==> src/rtl/sal_bk_timer_pkg.sv <==
// Shared types and widths for the per-bank DRAM timing tracker.
package sal_bk_timer_pkg;

  localparam int CNT_W  = 8;
  localparam int MAIN_W = 10;
  localparam int RA_W   = 16;

  typedef enum logic [2:0] {
    ST_CLOSED,
    ST_OPENING,
    ST_CLOSING,
    ST_OPEN,
    ST_REFRESHING
  } bank_state_t;

endpackage

==> src/rtl/sal_tcnt.sv <==
// Loadable down-counter that saturates at zero and flags it.
module sal_tcnt #(
  parameter int W = 8
) (
  input  logic         clk,
  input  logic         rst,
  input  logic         load,
  input  logic [W-1:0] load_val,
  output logic [W-1:0] cnt,
  output logic         zero
);

  always_ff @(posedge clk) begin
    if (rst)
      cnt <= '0;
    else if (load)
      cnt <= load_val;
    else if (cnt != '0)
      cnt <= cnt - W'(1);
  end

  assign zero = (cnt == '0);

endmodule

==> src/rtl/sal_bk_timer.sv <==
// Per-bank timing legality tracker: state, timing counters,
// row-open timeout and sticky protocol error.
module sal_bk_timer
  import sal_bk_timer_pkg::*;
(
  input  logic              clk,
  input  logic              rst,
  input  logic [CNT_W-1:0]  t_rcd_m1,
  input  logic [CNT_W-1:0]  t_rp_m1,
  input  logic [CNT_W-1:0]  t_ras_m1,
  input  logic [CNT_W-1:0]  t_rc_m1,
  input  logic [CNT_W-1:0]  t_rtp_m1,
  input  logic [CNT_W-1:0]  t_wtp_m1,
  input  logic [MAIN_W-1:0] t_rfc_m1,
  input  logic [CNT_W-1:0]  row_open_cnt,
  input  logic              act_gnt,
  input  logic              rd_gnt,
  input  logic              wr_gnt,
  input  logic              pre_gnt,
  input  logic              ref_gnt,
  input  logic [RA_W-1:0]   act_ra,
  output logic              act_ok,
  output logic              rd_ok,
  output logic              wr_ok,
  output logic              pre_ok,
  output logic              ref_ok,
  output logic              is_open,
  output logic [RA_W-1:0]   cur_ra,
  output logic              auto_pre_req,
  output logic              err
);

  bank_state_t st, st_nx;

  logic [MAIN_W-1:0] main_cnt, main_val;
  logic [CNT_W-1:0]  ras_cnt, rc_cnt, rtp_cnt, wtp_cnt;
  logic [CNT_W-1:0]  idle_cnt;
  logic main_z, ras_z, rc_z, rtp_z, wtp_z;
  logic [4:0] gv;
  logic multi, ready, shut_ok;
  logic act_go, rd_go, wr_go, pre_go, ref_go, bad;

  // Grants are only legal alone; any illegal or colliding grant is dropped.
  assign gv     = {act_gnt, rd_gnt, wr_gnt, pre_gnt, ref_gnt};
  assign multi  = ($countones(gv) > 1);
  assign act_go = act_gnt & act_ok & ~multi;
  assign rd_go  = rd_gnt  & rd_ok  & ~multi;
  assign wr_go  = wr_gnt  & wr_ok  & ~multi;
  assign pre_go = pre_gnt & pre_ok & ~multi;
  assign ref_go = ref_gnt & ref_ok & ~multi;
  assign bad    = (|gv) & ~(act_go | rd_go | wr_go | pre_go | ref_go);

  assign ready = (st == ST_OPEN) | ((st == ST_OPENING) & main_z);
  // Closing and refresh are both finished once the main count expires.
  assign shut_ok = (st == ST_CLOSED) |
                   (((st == ST_CLOSING) | (st == ST_REFRESHING)) & main_z);

  assign act_ok  = shut_ok & rc_z;
  assign ref_ok  = shut_ok;
  assign rd_ok   = ready;
  assign wr_ok   = ready;
  assign pre_ok  = ready & ras_z & rtp_z & wtp_z;
  assign is_open = (st == ST_OPENING) | (st == ST_OPEN) |
                   (st == ST_CLOSING);
  assign auto_pre_req = (st == ST_OPEN) & (idle_cnt >= row_open_cnt);

  always_comb begin
    main_val = t_rfc_m1;
    if (act_go)
      main_val = MAIN_W'(t_rcd_m1);
    else if (pre_go)
      main_val = MAIN_W'(t_rp_m1);
  end

  sal_tcnt #(.W(MAIN_W)) u_main (
    .clk(clk), .rst(rst), .load(act_go | pre_go | ref_go),
    .load_val(main_val), .cnt(main_cnt), .zero(main_z)
  );
  sal_tcnt #(.W(CNT_W)) u_ras (
    .clk(clk), .rst(rst), .load(act_go),
    .load_val(t_ras_m1), .cnt(ras_cnt), .zero(ras_z)
  );
  sal_tcnt #(.W(CNT_W)) u_rc (
    .clk(clk), .rst(rst), .load(act_go),
    .load_val(t_rc_m1), .cnt(rc_cnt), .zero(rc_z)
  );
  sal_tcnt #(.W(CNT_W)) u_rtp (
    .clk(clk), .rst(rst), .load(rd_go),
    .load_val(t_rtp_m1), .cnt(rtp_cnt), .zero(rtp_z)
  );
  sal_tcnt #(.W(CNT_W)) u_wtp (
    .clk(clk), .rst(rst), .load(wr_go),
    .load_val(t_wtp_m1), .cnt(wtp_cnt), .zero(wtp_z)
  );

  always_comb begin
    st_nx = st;
    unique case (st)
      ST_CLOSED: begin
        if (act_go)
          st_nx = ST_OPENING;
        else if (ref_go)
          st_nx = ST_REFRESHING;
      end
      ST_OPENING: begin
        if (pre_go)
          st_nx = ST_CLOSING;
        else if (main_z)
          st_nx = ST_OPEN;
      end
      ST_OPEN: begin
        if (pre_go)
          st_nx = ST_CLOSING;
      end
      ST_CLOSING, ST_REFRESHING: begin
        if (act_go)
          st_nx = ST_OPENING;
        else if (ref_go)
          st_nx = ST_REFRESHING;
        else if (main_z)
          st_nx = ST_CLOSED;
      end
      default: st_nx = ST_CLOSED;
    endcase
  end

  always_ff @(posedge clk) begin
    if (rst) begin
      st       <= ST_CLOSED;
      cur_ra   <= '0;
      err      <= 1'b0;
      idle_cnt <= '0;
    end else begin
      st  <= st_nx;
      err <= err | bad;
      if (act_go)
        cur_ra <= act_ra;
      if ((st != ST_OPEN) | rd_go | wr_go)
        idle_cnt <= '0;
      else if (idle_cnt != '1)
        idle_cnt <= idle_cnt + CNT_W'(1);
    end
  end

endmodule

==> config.mk <==
export PLATFORM = sky130hd
export DESIGN_NAME = sal_bk_timer
export DESIGN_NICKNAME = d
export VERILOG_FILES = /design/src/rtl/sal_bk_timer_pkg.sv /design/src/rtl/sal_tcnt.sv /design/src/rtl/sal_bk_timer.sv
export SDC_FILE = /design/constraint.sdc
export NUM_CORES = 1
export LEC_CHECK = 0
export ABC_AREA = 1
export BUFFER_PORTS_ARGS = -buffer_cell sky130_fd_sc_hd__buf_2
export CAP_MARGIN = 0
export CELL_PAD_IN_SITES_DETAIL_PLACEMENT = 1
export CELL_PAD_IN_SITES_GLOBAL_PLACEMENT = 1
export CORE_MARGIN = 8
export CORE_UTILIZATION = 38
export CTS_CLUSTER_SIZE = 28
export DETAILED_ROUTE_END_ITERATION = 16
export HOLD_SLACK_MARGIN = 0.03
export PLACE_DENSITY_LB_ADDON = 0.3
export SYNTH_ARGS = -nofsm -noshare
export SYNTH_HDL_FRONTEND = slang
export SYNTH_SLANG_ARGS = --single-unit
==> constraint.sdc <==
create_clock -name clk -period 2.9 [get_ports clk]
set_clock_uncertainty 0.15 [all_clocks]
set_input_delay 0.29 -clock clk [delete_from_list [all_inputs] [get_ports clk]]
set_output_delay 0.29 -clock clk [all_outputs]
set_load 0.005 [all_outputs]
==> metrics.csv <==
stage,metric,value,unit
timing,min Tclk post-route,2.56,ns
route,TritonRoute pass-1 iters,4,
synthesis,syn_area_per_cell,7.21,sq um
layout,layout cells sized above 1,0.250,
route,Avg WL per Cell,15.8,um
synthesis,syn nets,710,
synthesis,"EDFF count, synth",0,
global_routing,first-pass GRT wire length,22500,um
synthesis,post-synth cell types,47,
setup_path,CP startpoint,act_gnt,
cts,root buffer cell,clkbuf_16,
cts,TritonCTS clock tree,built,
layout,fill cell count,1478,
floorplan,I/O pin total,113,
floorplan,Die H,123,um
setup_path,critical path peak fanout,10,
synthesis,yosys synthesis warning count,0,
power,power per cell area,958,nW/um^2
layout,ANT cells,0,
route,Vias,4370,
synthesis,Main synth FF type,dfxtp_1,
global_routing,initial antenna violation count,0,
route,Routed Antenna Nets,0,
route,Via-to-Cell Ratio,4.98,
floorplan,die area,15100,sq um
cts,H-Tree Depth,3,
layout,"commonest non-fill, non-tap cells in the layout","112 x buf_2, 98 x nand2_1, 81 x nor2_1, 70 x dfxtp_1, 68 x inv_1",
setup_path,CP arrival,2.69,ns
cts,Worst-path clk slew,0.06,ns
synthesis,ys async rst share,0,
timing,RSZ-0062 raised after global routing,no,
timing,Worst-Margin Slew,0.676,ns
cts,Clock Sinks,70,
route,final WL,13900,um
global_routing,GRT Util Overall,0.189,
floorplan,core box area,11300,sq um
cts,post-CTS resize count,0,
power,Leak,0.00273,uW
floorplan,overall die width,123,um
synthesis,cell count after synthesis,601,
timing,Fin. Hold Viols,0,
global_routing,largest net degree at the start of global routing,28,
power,worst vdd ir,0.406,mV
placed_design,port bufs,112,
setup_path,Setup crit start kind,primary input,
setup_path,FF-to-FF Start,u_main.cnt[0],
timing,fin crit share,0.883,
hold_path,hold path start,t_rc_m1[3],
synthesis,synthesized area,4330,sq um
floorplan,Core Rows,39,
timing,Final setup viols,0,
timing,post-route setup slack,0.340,ns
synthesis,sequential-to-total area share from yosys stat,0.323,
route,residual DRC count,0,
layout,"commonest non-fill, non-tap cell in the layout",buf_2,
setup_path,WP data required,3.03,ns
global_routing,grt ovf,0,
layout,synthesis-to-layout area growth,26.9,%
cts,clock buffer depth,2,
hold_path,HP Class,primary input to flop,
placed_design,pre-CTS setup slack,0.0543,ns
setup_path,crit end category,flop,
floorplan,initial core utilization,0.384,
cts,Num CTS Buffers,9,
hold_path,hold path depth,3,
layout,nets@finish,839,
timing,achievable clock frequency,0.391,GHz
timing,setup_tns,0,ns
setup_path,FF-to-FF path depth,10,
timing,fin. max-slew vios,0,
timing,relative slew slack,0.549,
flow_run,max_cap viols,0,
placed_design,GPL Wtd Cong,0.816,
cts,Clock Latency Late Sink,0.35,ns
setup_path,Setup Crit Path Kind,primary input to flop,
global_routing,vias in the first global route,4672,
synthesis,#FFs+latches synth,70,
outcome,outcome,"finished, final reports clean",
placed_design,hpwl dp,10600,um
route,Starting DRT DRC Count,229,
## synth_stat cells, types with 5 or more instances
master,n,share of area
nand2_1,98,0.085
nor2_1,81,0.070
dfxtp_1,70,0.32
inv_1,68,0.059
a21oi_1,48,0.055
nand3_1,39,0.045
o21ai_0,32,0.037
xor2_1,22,0.044
ha_1,19,0.055
nand4_1,11,0.016
xnor2_1,10,0.020
clkbuf_1,8,0.0069
inv_2,8,0.0069
nor3_1,7,0.0081
o21ai_1,7,0.0081
nor2_4,6,0.016
nand2_2,5,0.0072
nor2_2,5,0.0072
## timing repair
action                                 in CTS  in global routing
endpoints found under the hold margin      13                  0
setup buffers                               0                  0
hold buffers                               13                  0
## power by group
group	switching [uW]	internal, uW	total, uW
Clock	443	839	1280
Combinational	1510	1020	2530
Sequential	212	1240	1450
Total	2160	3100	5270
## path summary, 6_finish.rpt
check,slack [ns],to
worst min-delay path,0.04,u_rc.cnt[3]
worst min register to register,0.30,err
worst max-delay path,0.34,u_main.cnt[7]
worst max register to register,0.49,u_rtp.cnt[7]
## state kept, by name, summed over array words and instances (netlist names)
register and flops:
cur_ra 16, u_main.cnt 10, idle_cnt 8, u_ras.cnt 8, u_rc.cnt 8, u_rtp.cnt 8
u_wtp.cnt 8, st 3, err 1
## through the flow
| step | area [sq um] | power (uW) | util | hold WS, ns | instances |
|---|---|---|---|---|---|
| final | 5500 | 5270 | 0.488 | 0.0392 | 878 |
| after global placement | 5030 | 3860 | 0.446 | 0.296 | 849 |
| after global routing | 5500 | 5700 | 0.488 | 0.0431 | 878 |
| after floorplan | 4330 | 3390 | - | 0.275 | 601 |
| after CTS | 5500 | 5320 | 0.488 | 0.0310 | 878 |
| after detailed placement | 5030 | 3980 | 0.446 | 0.303 | 849 |
## cell type report
| class | instances | area [sq um] | share of cell area |
|---|---|---|---|
| clock buffers | 10 | 229 | 0.0416 |
| inverters | 78 | 295 | 0.0537 |
| multi-input cells | 436 | 2520 | 0.458 |
| well taps | 143 | 179 | 0.0325 |
| flip-flops and latches | 70 | 1400 | 0.255 |
| clock inverters | 6 | 110 | 0.0200 |
| repair buffers | 135 | 766 | 0.139 |
## critical path, stage by stage
cell	delay [ns]
buf_2	0.10
inv_1	0.07
fa_1	0.55
inv_1	0.05
ha_1	0.27
nand2_1	0.07
nand2_1	0.19
nor2_4	0.32
nand3_4	0.11
buf_4	0.20
nand2_1	0.06
nand3_1	0.09
nand3_1	0.11
nand2_1	0.06
nor2_1	0.12
## metal layers
layer	global-route usage	share of wire	vias to the layer above
met5	0	0	-
met4	0.0777	0.019	0
met3	0.0483	0.050	17
met2	0.339	0.51	79
met1	0.209	0.42	2064
li1	-	-	2210
## cell families (layout without fill, tap and decap cells)
logic type / Yosys count / count (layout) / synth area share
flops: 70 / 70 / 0.323
compound gates: 107 / 107 / 0.137
xor+xnor: 32 / 32 / 0.0647
buf+inv: 95 / 229 / 0.0956
simple gates: 277 / 277 / 0.320
fa+ha+maj: 20 / 20 / 0.0595
Power figures use the tool's default switching activity.
